## config.mk

```make
export PLATFORM = sky130hd
export DESIGN_NAME = native_bus_router_flat
export DESIGN_NICKNAME = d
export VERILOG_FILES = /design/src/rtl/native_bus_router_pkg.sv /design/src/rtl/native_bus_router_if.sv /design/src/rtl/native_bus_router_decoder.sv /design/src/rtl/native_bus_router.sv /design/src/flat_wrapper.sv
export SDC_FILE = /design/constraint.sdc
export NUM_CORES = 1
export LEC_CHECK = 0
export BUFFER_PORTS_ARGS = -buffer_cell sky130_fd_sc_hd__buf_2
export CAP_MARGIN = 20
export CORE_MARGIN = 1.5
export CORE_UTILIZATION = 33
export CTS_BUF_LIST = sky130_fd_sc_hd__clkbuf_4 sky130_fd_sc_hd__clkbuf_8 sky130_fd_sc_hd__clkbuf_16
export CTS_CLUSTER_DIAMETER = 120
export DETAILED_ROUTE_END_ITERATION = 8
export GPL_TIMING_DRIVEN = 0
export PLACE_DENSITY = 0.59
export RECOVER_POWER = 100
export SYNTH_ARGS = -nofsm -noshare
export SYNTH_HDL_FRONTEND = slang
export SYNTH_SLANG_ARGS = --single-unit
```

## constraint.sdc

```tcl
create_clock -name clk -period 1.9 [get_ports clk]
set_input_delay 0.475 -clock clk [delete_from_list [all_inputs] [get_ports clk]]
set_output_delay 0.475 -clock clk [all_outputs]
set_load 0.05 [all_outputs]
```

## src/rtl/native_bus_router_pkg.sv

```systemverilog
// Shared types and helpers for the native bus router: FSM state enum,
// default error read data, base/mask map entry and width derivations.
package native_bus_router_pkg;

    typedef enum logic [1:0] {
        ST_IDLE,
        ST_ACCESS,
        ST_RESP,
        ST_ERR
    } state_e;

    localparam logic [31:0] ERR_RDATA_DEF = 32'hDEAD_BEEF;

    // Map entries are held at the widest supported address width.
    localparam int MAP_W = 64;

    typedef struct packed {
        logic [MAP_W-1:0] base;
        logic [MAP_W-1:0] mask;
    } bus_map_t;

    function automatic logic map_hit(bus_map_t m, logic [MAP_W-1:0] a);
        return (a & m.mask) == m.base;
    endfunction

    // Timeout counter width: it must be able to hold TIMEOUT_CYC-1.
    function automatic int timeout_w(int cyc);
        return (cyc < 2) ? 1 : $clog2(cyc + 1);
    endfunction

    function automatic int sel_w(int n);
        return (n < 2) ? 1 : $clog2(n);
    endfunction

endpackage

```

## src/rtl/native_bus_router_if.sv

```systemverilog
// Core-side native bus plus the broadcast slave bus of the router.
// master: the core and slaves (testbench side); slave: the router itself.
interface native_bus_router_if #(
    parameter int N_SLV  = 2,
    parameter int ADDR_W = 32,
    parameter int DATA_W = 32
);
    logic                      mem_valid;
    logic                      mem_instr;
    logic                      mem_ready;
    logic [ADDR_W-1:0]         mem_addr;
    logic [DATA_W-1:0]         mem_wdata;
    logic [DATA_W/8-1:0]       mem_wstrb;
    logic [DATA_W-1:0]         mem_rdata;

    logic [N_SLV-1:0]          slv_valid;
    logic                      slv_instr;
    logic [ADDR_W-1:0]         slv_addr;
    logic [DATA_W-1:0]         slv_wdata;
    logic [DATA_W/8-1:0]       slv_wstrb;
    logic [N_SLV-1:0]          slv_ready;
    logic [N_SLV*DATA_W-1:0]   slv_rdata;

    modport master (
        output mem_valid, mem_instr, mem_addr, mem_wdata, mem_wstrb,
        input  mem_ready, mem_rdata,
        input  slv_valid, slv_instr, slv_addr, slv_wdata, slv_wstrb,
        output slv_ready, slv_rdata
    );

    modport slave (
        input  mem_valid, mem_instr, mem_addr, mem_wdata, mem_wstrb,
        output mem_ready, mem_rdata,
        output slv_valid, slv_instr, slv_addr, slv_wdata, slv_wstrb,
        input  slv_ready, slv_rdata
    );

endinterface

```

## src/rtl/native_bus_router_decoder.sv

```systemverilog
// bus_addr_decoder: combinational base/mask address decode.
// Ports: addr in; sel (matching slave index) and hit out. Lowest index wins.
module bus_addr_decoder
    import native_bus_router_pkg::*;
#(
    parameter int N_SLV  = 2,
    parameter int ADDR_W = 32,
    parameter int SEL_W  = 1,
    parameter logic [N_SLV*ADDR_W-1:0] SLV_BASE = '0,
    parameter logic [N_SLV*ADDR_W-1:0] SLV_MASK = '0
) (
    input  logic [ADDR_W-1:0] addr,
    output logic [SEL_W-1:0]  sel,
    output logic              hit
);

    bus_map_t map;

    // Scan downwards so the lowest matching index is the last one written.
    always_comb begin
        map = '0;
        sel = '0;
        hit = 1'b0;
        for (int i = N_SLV - 1; i >= 0; i--) begin
            map.base = MAP_W'(SLV_BASE[i*ADDR_W +: ADDR_W]);
            map.mask = MAP_W'(SLV_MASK[i*ADDR_W +: ADDR_W]);
            if (map_hit(map, MAP_W'(addr))) begin
                hit = 1'b1;
                sel = SEL_W'(i);
            end
        end
    end

endmodule

```

## src/rtl/native_bus_router.sv

```systemverilog
// native_bus_router: routes the picorv32 native bus to N_SLV slaves.
// Ports: clk, reset (sync, active-high), bus (slave modport of
// native_bus_router_if), bus_err pulse, err_addr, saturating err_cnt.
module native_bus_router
    import native_bus_router_pkg::*;
#(
    parameter int N_SLV       = 2,
    parameter int ADDR_W      = 32,
    parameter int DATA_W      = 32,
    parameter logic [N_SLV*ADDR_W-1:0] SLV_BASE =
        {32'h0001_0000, 32'h0000_0000},
    parameter logic [N_SLV*ADDR_W-1:0] SLV_MASK =
        {32'hFFFF_0000, 32'hFFFF_0000},
    parameter int TIMEOUT_CYC = 256,
    parameter logic [DATA_W-1:0] ERR_RDATA = DATA_W'(ERR_RDATA_DEF)
) (
    input  logic              clk,
    input  logic              reset,
    native_bus_router_if.slave bus,
    output logic              bus_err,
    output logic [ADDR_W-1:0] err_addr,
    output logic [15:0]       err_cnt
);

    localparam int SEL_W    = sel_w(N_SLV);
    localparam int STRB_W   = DATA_W / 8;
    localparam int TMO_W    = timeout_w(TIMEOUT_CYC);
    localparam int TMO_LAST = (TIMEOUT_CYC > 0) ? TIMEOUT_CYC - 1 : 0;

    state_e              state_q, state_d;
    logic [SEL_W-1:0]    sel_q, sel_d;
    logic [ADDR_W-1:0]   addr_q, addr_d;
    logic [DATA_W-1:0]   wdata_q, wdata_d;
    logic [STRB_W-1:0]   wstrb_q, wstrb_d;
    logic                instr_q, instr_d;
    logic [DATA_W-1:0]   rdata_q, rdata_d;
    logic [TMO_W-1:0]    tmo_q, tmo_d;
    logic [ADDR_W-1:0]   err_addr_q, err_addr_d;
    logic [15:0]         err_cnt_q, err_cnt_d;

    logic [SEL_W-1:0]    dec_sel;
    logic                dec_hit;
    logic                sel_ready;
    logic                tmo_hit;
    logic [15:0]         err_cnt_inc;

    logic [N_SLV-1:0]    slv_valid;
    logic                mem_ready;
    logic [DATA_W-1:0]   mem_rdata;
    logic                bus_err_o;

    bus_addr_decoder #(
        .N_SLV    (N_SLV),
        .ADDR_W   (ADDR_W),
        .SEL_W    (SEL_W),
        .SLV_BASE (SLV_BASE),
        .SLV_MASK (SLV_MASK)
    ) u_dec (
        .addr (bus.mem_addr),
        .sel  (dec_sel),
        .hit  (dec_hit)
    );

    assign sel_ready   = bus.slv_ready[sel_q];
    assign tmo_hit     = (TIMEOUT_CYC != 0) && (tmo_q == TMO_W'(TMO_LAST));
    assign err_cnt_inc = (err_cnt_q == 16'hFFFF) ? err_cnt_q
                                                 : err_cnt_q + 16'd1;

    always_ff @(posedge clk) begin
        if (reset) begin
            state_q    <= ST_IDLE;
            sel_q      <= '0;
            addr_q     <= '0;
            wdata_q    <= '0;
            wstrb_q    <= '0;
            instr_q    <= 1'b0;
            rdata_q    <= '0;
            tmo_q      <= '0;
            err_addr_q <= '0;
            err_cnt_q  <= '0;
        end else begin
            state_q    <= state_d;
            sel_q      <= sel_d;
            addr_q     <= addr_d;
            wdata_q    <= wdata_d;
            wstrb_q    <= wstrb_d;
            instr_q    <= instr_d;
            rdata_q    <= rdata_d;
            tmo_q      <= tmo_d;
            err_addr_q <= err_addr_d;
            err_cnt_q  <= err_cnt_d;
        end
    end

    // err_addr/err_cnt update on entry to ERR so they are current
    // in the same cycle as the bus_err pulse.
    always_comb begin
        state_d    = state_q;
        sel_d      = sel_q;
        addr_d     = addr_q;
        wdata_d    = wdata_q;
        wstrb_d    = wstrb_q;
        instr_d    = instr_q;
        rdata_d    = rdata_q;
        tmo_d      = tmo_q;
        err_addr_d = err_addr_q;
        err_cnt_d  = err_cnt_q;
        unique case (state_q)
            ST_IDLE: begin
                if (bus.mem_valid) begin
                    addr_d  = bus.mem_addr;
                    wdata_d = bus.mem_wdata;
                    wstrb_d = bus.mem_wstrb;
                    instr_d = bus.mem_instr;
                    sel_d   = dec_sel;
                    tmo_d   = '0;
                    if (dec_hit) begin
                        state_d = ST_ACCESS;
                    end else begin
                        state_d    = ST_ERR;
                        err_addr_d = bus.mem_addr;
                        err_cnt_d  = err_cnt_inc;
                    end
                end
            end
            ST_ACCESS: begin
                tmo_d = tmo_q + 1'b1;
                // A ready on the timeout edge still completes normally.
                if (sel_ready) begin
                    rdata_d = bus.slv_rdata[int'(sel_q)*DATA_W +: DATA_W];
                    state_d = ST_RESP;
                end else if (tmo_hit) begin
                    state_d    = ST_ERR;
                    err_addr_d = addr_q;
                    err_cnt_d  = err_cnt_inc;
                end
            end
            ST_RESP: state_d = ST_IDLE;
            ST_ERR:  state_d = ST_IDLE;
            default: state_d = ST_IDLE;
        endcase
    end

    always_comb begin
        slv_valid = '0;
        mem_ready = 1'b0;
        bus_err_o = 1'b0;
        mem_rdata = rdata_q;
        unique case (state_q)
            ST_ACCESS: slv_valid[sel_q] = 1'b1;
            ST_RESP:   mem_ready = 1'b1;
            ST_ERR: begin
                mem_ready = 1'b1;
                bus_err_o = 1'b1;
                mem_rdata = ERR_RDATA;
            end
            default: ;
        endcase
    end

    assign bus.slv_valid = slv_valid;
    assign bus.slv_instr = instr_q;
    assign bus.slv_addr  = addr_q;
    assign bus.slv_wdata = wdata_q;
    assign bus.slv_wstrb = wstrb_q;
    assign bus.mem_ready = mem_ready;
    assign bus.mem_rdata = mem_rdata;
    assign bus_err       = bus_err_o;
    assign err_addr      = err_addr_q;
    assign err_cnt       = err_cnt_q;

endmodule
```

## src/flat_wrapper.sv

```systemverilog
// flat-port wrapper written by rule: the top's interface ports become plain ports
module native_bus_router_flat import native_bus_router_pkg::*;
#(
    parameter int N_SLV       = 2,
    parameter int ADDR_W      = 32,
    parameter int DATA_W      = 32,
    parameter logic [N_SLV*ADDR_W-1:0] SLV_BASE =
        {32'h0001_0000, 32'h0000_0000},
    parameter logic [N_SLV*ADDR_W-1:0] SLV_MASK =
        {32'hFFFF_0000, 32'hFFFF_0000},
    parameter int TIMEOUT_CYC = 256,
    parameter logic [DATA_W-1:0] ERR_RDATA = DATA_W'(ERR_RDATA_DEF)
)
  (clk, reset, bus_err, err_addr, err_cnt, bus_mem_valid, bus_mem_instr, bus_mem_addr, bus_mem_wdata, bus_mem_wstrb, bus_mem_ready, bus_mem_rdata, bus_slv_valid, bus_slv_instr, bus_slv_addr, bus_slv_wdata, bus_slv_wstrb, bus_slv_ready, bus_slv_rdata);
  native_bus_router_if #(.N_SLV(N_SLV), .ADDR_W(ADDR_W), .DATA_W(DATA_W)) bus_i ();
  input  logic clk;
  input  logic reset;
  output logic bus_err;
  output logic [ADDR_W-1:0] err_addr;
  output logic [15:0] err_cnt;
  input wire logic [$bits(bus_i.mem_valid)-1:0] bus_mem_valid;
  input wire logic [$bits(bus_i.mem_instr)-1:0] bus_mem_instr;
  input wire logic [$bits(bus_i.mem_addr)-1:0] bus_mem_addr;
  input wire logic [$bits(bus_i.mem_wdata)-1:0] bus_mem_wdata;
  input wire logic [$bits(bus_i.mem_wstrb)-1:0] bus_mem_wstrb;
  output wire logic [$bits(bus_i.mem_ready)-1:0] bus_mem_ready;
  output wire logic [$bits(bus_i.mem_rdata)-1:0] bus_mem_rdata;
  output wire logic [$bits(bus_i.slv_valid)-1:0] bus_slv_valid;
  output wire logic [$bits(bus_i.slv_instr)-1:0] bus_slv_instr;
  output wire logic [$bits(bus_i.slv_addr)-1:0] bus_slv_addr;
  output wire logic [$bits(bus_i.slv_wdata)-1:0] bus_slv_wdata;
  output wire logic [$bits(bus_i.slv_wstrb)-1:0] bus_slv_wstrb;
  input wire logic [$bits(bus_i.slv_ready)-1:0] bus_slv_ready;
  input wire logic [$bits(bus_i.slv_rdata)-1:0] bus_slv_rdata;
  assign bus_i.mem_valid = bus_mem_valid;
  assign bus_i.mem_instr = bus_mem_instr;
  assign bus_i.mem_addr = bus_mem_addr;
  assign bus_i.mem_wdata = bus_mem_wdata;
  assign bus_i.mem_wstrb = bus_mem_wstrb;
  assign bus_mem_ready = bus_i.mem_ready;
  assign bus_mem_rdata = bus_i.mem_rdata;
  assign bus_slv_valid = bus_i.slv_valid;
  assign bus_slv_instr = bus_i.slv_instr;
  assign bus_slv_addr = bus_i.slv_addr;
  assign bus_slv_wdata = bus_i.slv_wdata;
  assign bus_slv_wstrb = bus_i.slv_wstrb;
  assign bus_i.slv_ready = bus_slv_ready;
  assign bus_i.slv_rdata = bus_slv_rdata;
  native_bus_router #(.N_SLV(N_SLV), .ADDR_W(ADDR_W), .DATA_W(DATA_W), .SLV_BASE(SLV_BASE), .SLV_MASK(SLV_MASK), .TIMEOUT_CYC(TIMEOUT_CYC), .ERR_RDATA(ERR_RDATA)) u_core (.clk(clk), .reset(reset), .bus(bus_i), .bus_err(bus_err), .err_addr(err_addr), .err_cnt(err_cnt));
endmodule
```

---- Word level (Yosys, flattened, before mapping) ----
Index checks and enable logic that the tools add are counted.
Widths: inputs -> output; s select.
storage, ports and cells
  flip-flop bits (word level) ............. 161
  bits of input ports ..................... 138
  word-level logic and storage cells ...... 65
cells by class
  $lt $le $gt $ge ......................... 2
  reductions and logical operators ........ 10
  shift-type cells ........................ 1
  eq/ne operators ......................... 11
  mux-type cells .......................... 29
  add/subtract/negate cells ............... 2
operator list
  kind                   number
  $mux 32                5
  $mux 16                5
  $logic_not 64->1       1
  $pmux 32 s2            1
  $shiftx 64x7->32       1
  $pmux 16 s2            1
  $pmux 9 s2             1
  $add 16x1->16 const B  1
  $eq 16x1->1 const B    1
  $eq 16x16->1 const B   1
  $mux 2                 5
  $add 9x1->9 const B    1
  $eq 9x8->1 const B     1
  $mux 9                 1
  $mux 1                 8
  $reduce_and 2->1       4
  $ne 2x2->1 const B     3
  $pmux 2 s3             1
  $reduce_and 5->1       1
  $eq 2x2->1 const B     2
  $ne 3x1->1 const B     1
  $eq 2x1->1 const B     1
  $logic_not 2->1        1
  $lt 1x2->1 const B     1
  other kinds (6)        6

---- Depth between registers and ports, before layout ----
  depth in word-level cells ............... 6
  depth in mapped cells ................... 10
  mapped depth without buffers ............ 8

---- By module ----
From an unflattened synthesis, not the netlist that was laid out.
second synthesis, totals
  cell total of the unflattened synthesis .. 835
  area total of the unflattened synthesis .. 6805.3 um^2
by module, submodules not included
  module             seq. area each (um^2)  area each (um^2)  times used  cells each
  native_bus_router  3223.1                 6750.2            1           827
  bus_addr_decoder   0.0                    55.1              1           8

---- Least setup slack after synthesis ----
Ideal clock, no wire load.
  kind .................................... register -> register
  start ................................... register u_core.err_cnt_q[0] (netlist: u_core.err_cnt[0])
  end ..................................... register u_core.err_cnt_q[7] (netlist: u_core.err_cnt[7])
  clock period less this slack ............ 2.198 ns
  path buffers ............................ 2
  stages on the path, launching flop included .. 9
  setup time .............................. 0.123 ns
  required time ........................... 1.777 ns
  path slack .............................. -0.298 ns
  arrival time ............................ 2.075 ns
  path through ............................ dfxtp_1 > ha_1 > nand2_1 > nor2_1 > and4_1 > buf_2 > buf_4 > nor4_1 > mux2_1
on the way
  cells in the longest elaborated chain, start to end .. 5
  elaborated cells between the ends (all ways) .. 8
  those cells by class .................... add/sub: 1; eq/ne: 1; mux: 6
RTL lines
  element                                               RTL line                                            RTL
  from (decl)                                           native_bus_router.sv:39                             logic [15:0] err_cnt_q, err_cnt_d;
  from (signal assigned)                                native_bus_router.sv:91                             err_cnt_q <= err_cnt_d;
  $add 16x1->16 / $eq 16x16->1 (equally long branches)  native_bus_router.sv:67, native_bus_router.sv:66
  $mux 16 *                                             native_bus_router.sv:66                             assign err_cnt_inc = (err_cnt_q == 16'hFFFF) ? err_cnt_q
  $mux 16, on equally long branches                     native_bus_router.sv:132, native_bus_router.sv:117
  $mux 16, on equally long branches                     native_bus_router.sv:129, native_bus_router.sv:110
  $pmux 16 s2 *                                         native_bus_router.sv:108                            unique case (state_q)
Mark *: on every way between the ends. The rest lies on a longest branch, timed or not. The select of a mux whose other input is x is not followed.
A chain may end at the register's enable or synchronous reset.

---- Final worst setup path ----
  start ................................... register u_core.tmo_q[1]
  end ..................................... register u_core.err_cnt_q[12] (netlist: u_core.err_cnt[12])
on the way
  cells in the longest elaborated chain, start to end .. 3
RTL lines
  element                            RTL line                 RTL
  from (decl)                        native_bus_router.sv:37  logic [TMO_W-1:0] tmo_q, tmo_d;
  from (signal assigned)             native_bus_router.sv:89  tmo_q <= tmo_d;
  $eq 9x8->1                         native_bus_router.sv:65  assign tmo_hit = (TIMEOUT_CYC != 0) && (tmo_q == TMO_W'(TMO_LAST));
  $ne 2x1->1 (no source line)        n/a
  $reduce_and 5->1 (no source line)  n/a
Every way passes these cells.

==> summary.md <==
| Metric | Value |
|---|---|
| Minimum clock period | `2.057 ns` |
| Fmax | `~490 MHz` |
| Setup Viol. Count Final | `71` |
| Unrepaired setup endpoints after global routing | `true` |
| Switching pwr | `3.161 mW` |
| Count leader, synth | `nand2_1` |
| Clock sinks | `161` |
| Fill count | `just under 2k` |
| Top cells by area, synth | `dfxtp_1 (47%), nand2_1 (12%), a21oi_1 (6.3%)` |
| GRT overflow | `0` |
| IR drop worst, VDD | `a little under 0.7 mV` |
| DRT antenna net count | `0` |
| Die area | `21490 um2` |
| Initial DRC Count | `204` |
| Seq/Total Area, Yosys | `47.37%` |
| Area growth syn-to-layout | `52.67%` |
| Placer Congestion | `0.8292` |
| Cell accounting for the most synthesized area | `dfxtp_1` |
| Dominant synthesized flop cell | `dfxtp_1` |
| Final worst slack | `-0.1574 ns` |
| Layout cells sized above 1 | `34.85%` |
| CP Data Required Time | `2.25 ns` |
| Slew Limit Fails | `0` |
| Post-Syn Instances | `831` |
| Yosys warns | `0` |
| Drt via density | `4.907` |
| Initial antenna violation count | `3` |
| Clock Tree Root | `clkbuf_16` |
| Async S/R FF share, synth | `0%` |
| CP arrival | `2.41 ns` |
| Measured slew at the worst slew-check pin | `between 0.6 and 0.7 ns` |
| #FFs+latches synth | `between 150 and 200` |
| Static leakage | `4.139 nW` |
| Die X | `approximately 150 um` |
| Synth cell count leaders | `nand2_1 (213), dfxtp_1 (161), a21oi_1 (85), nor2_1 (76), clkbuf_1 (45)` |
| WL/cell | `16.81 um` |
| Violated checks | `negative setup slack` |
| Max-Cap Viols | `0` |
| Drt first pass iters | `4` |
| Crit path max fanout | `5` |
| Share of power burned in registers | `40.0%` |
| Vias in the first global route | `between 6k and 7k` |
| Place WS | `-0.5788 ns` |
| Crit start category | `register` |
| Largest net degree at the start of global routing | `17` |
| Clock share of power | `between 30% and 40%` |
| WL final | `24500 um` |
| Share of the synthesized area in the top cell type | `47.37%` |
| Kind of critical path | `register to register` |
| Max Root-Sink Buffers | `2` |
| Core area | `20230 um2` |
| Combinational power share | `24.1%` |
| Post-Syn Area | `6804 um2` |
| Slew margin rel. | `53.35%` |
| Status | `finished with violations` |
| Sw Ratio | `between 30% and 40%` |
| HPWL after DPL | `17470 um` |
| Starting Density | `33.63%` |
| Final Power | `9.290 mW` |
| Pwr/cell area | `894.3 nW/um2` |
| TritonCTS clock tree | `built` |
| Cell Rows | `52` |
| Post-cts hold buffer count | `0` |
| Part of the cycle the worst path needs | `108.3%` |
| TritonCTS Buffers | `17` |
| Clk_skew | `0.01443 ns` |
| Crit path capture type | `register` |
| Clock transition at the registers of the reported paths | `around 0.070 ns` |
| Boundary pin count | `291` |
| Cell Int Power | `6.129 mW` |
| Post-synth EDFFs | `0` |
| Port Buffers | `between 200 and 300` |
| Clock latency on the worst-skew pair | `0.43 ns` |
| Distinct cell type count of the synthesized netlist | `43` |
| DR vias | `7154` |
| NumNets Final | `1313` |
| Gr usage total | `21.59%` |
| Remaining DRCs | `0` |
| H-tree depth | `4` |
| Net Count, Synth | `972` |
| Die height | `roughly 150 um` |
| Syn_area_per_cell | `8.188 um2` |
| Final Hold Fails | `0` |
| First-pass GRT wire length | `36470 um` |
| Worst min path class | `input port to register` |
==> state kept, by name, summed over array words and instances, names as in the netlist <==
signal,flops
u_core.bus.slv_addr,32
u_core.state_q,2
u_core.err_cnt,16
u_core.rdata_q,32
u_core.bus.slv_wdata,32
u_core.err_addr,32
u_core.bus.slv_wstrb,4
u_core.sel_q,1
u_core.tmo_q,9
u_core.bus.slv_instr,1
==> power groups by stage <==
stage	Sequential, mW	Combinational [mW]	Clock [mW]
after floorplan	4.34	0.778	0
after global placement	3.78	1.96	0
after detailed placement	3.78	1.97	0
after CTS	3.71	2.10	3.40
after global routing	3.74	2.39	3.54
final	3.72	2.24	3.33
==> cell type report <==
class / instances / area [um2] / area share (%)
antenna: 3 / 7.507 / 0.07227
buffer: 69 / 481.7 / 4.637
clock buffer: 18 / 432.9 / 4.168
clock inverter: 14 / 128.9 / 1.241
inverter: 3 / 13.76 / 0.1325
multi-input combinational: 598 / 3706 / 35.68
sequential: 161 / 3278 / 31.56
tap: 270 / 337.8 / 3.252
timing repair buffer: 322 / 2001 / 19.26
==> worst max-delay path: stages (launching register included) <==
cell	delay, ns
dfxtp_2	0.35
ha_4	0.14
nand3_2	0.07
nor2_2	0.13
ha_2	0.19
and3_4	0.20
o2bb2ai_4	0.11
buf_12	0.15
or4_4	0.51
a21oi_2	0.14
==> stage by stage <==
step | std cells | hold slack, ns | area (um2) | utilization (%) | TNS, ns
4_1_cts | 1443 | 0.2606 | 9782 | 48.34 | -3.160
3_5_place_dp | 1391 | 0.4455 | 8702 | 43.01 | -41.29
6_report | 1458 | 0.2786 | 10390 | 51.34 | -4.398
3_3_place_gp | 1391 | 0.4391 | 8702 | 43.01 | -41.29
5_1_grt | 1457 | 0.2755 | 10390 | 51.32 | -19.92
2_1_floorplan | 831 | 0.4641 | 6913 | - | -0.08254
==> worst paths after layout <==
path,slack [ns],end,cells past startpoint,startpoint
max,-0.16,u_core.err_cnt[12],9,u_core.tmo_q[1]
min,0.28,u_core.bus.slv_wdata[7],3,bus_mem_wdata[7]
max reg2reg,-0.16,u_core.err_cnt[12],9,u_core.tmo_q[1]
min reg2reg,0.45,u_core.bus.slv_wdata[29],2,u_core.bus.slv_wdata[29]
==> layout by cell type, fill, tap and decap left out, types with 7 or more instances in the layout <==
master	instances
a211oi_1	32
a21oi_1	80
a311oi_1	32
and2_4	9
buf_2	148
buf_4	25
buf_6	22
buf_8	29
clkbuf_1	108
clkbuf_16	21
clkbuf_2	45
dfxtp_1	139
dfxtp_2	11
dfxtp_4	11
mux2i_1	33
nand2_1	211
nand2b_4	21
nand3_1	10
nand4_1	7
nor2_1	72
nor3_1	7
==> kinds of logic after synthesis <==
logic type                 synth area share (%)
muxes                                     5.848
DFF                                       47.37
buffers and inverters                     4.726
AOI/OAI and AO/OA                         15.96
adders and majority gates                0.5517
and+or+nand+nor                           24.90
xor gates and xnor gates                 0.6436
==> what timing repair did <==
| action | in CTS | in global routing |
|---|---|---|
| setup buffers | 20 | 10 |
| hold endpoints to repair | 0 | 0 |
| gates resized for setup | 113 | 131 |
| pin swaps | 16 | 11 |
| cloned | 1 | 4 |
| endpoints found under the setup margin | 166 | 170 |
==> metal layers <==
metal / GRT usage (%) / vias up / wire length [um] / share of wire (%)
li1: - / 3546 / - / -
met1: 24.68 / 3303 / 9998 / 41
met2: 38.49 / 272 / 12240 / 50
met3: 6.063 / 33 / 1788 / 7.3
met4: 7.273 / 0 / 478 / 2.0
met5: 0 / - / 0 / 0
Note: power is estimated with default switching activity, not from simulation.
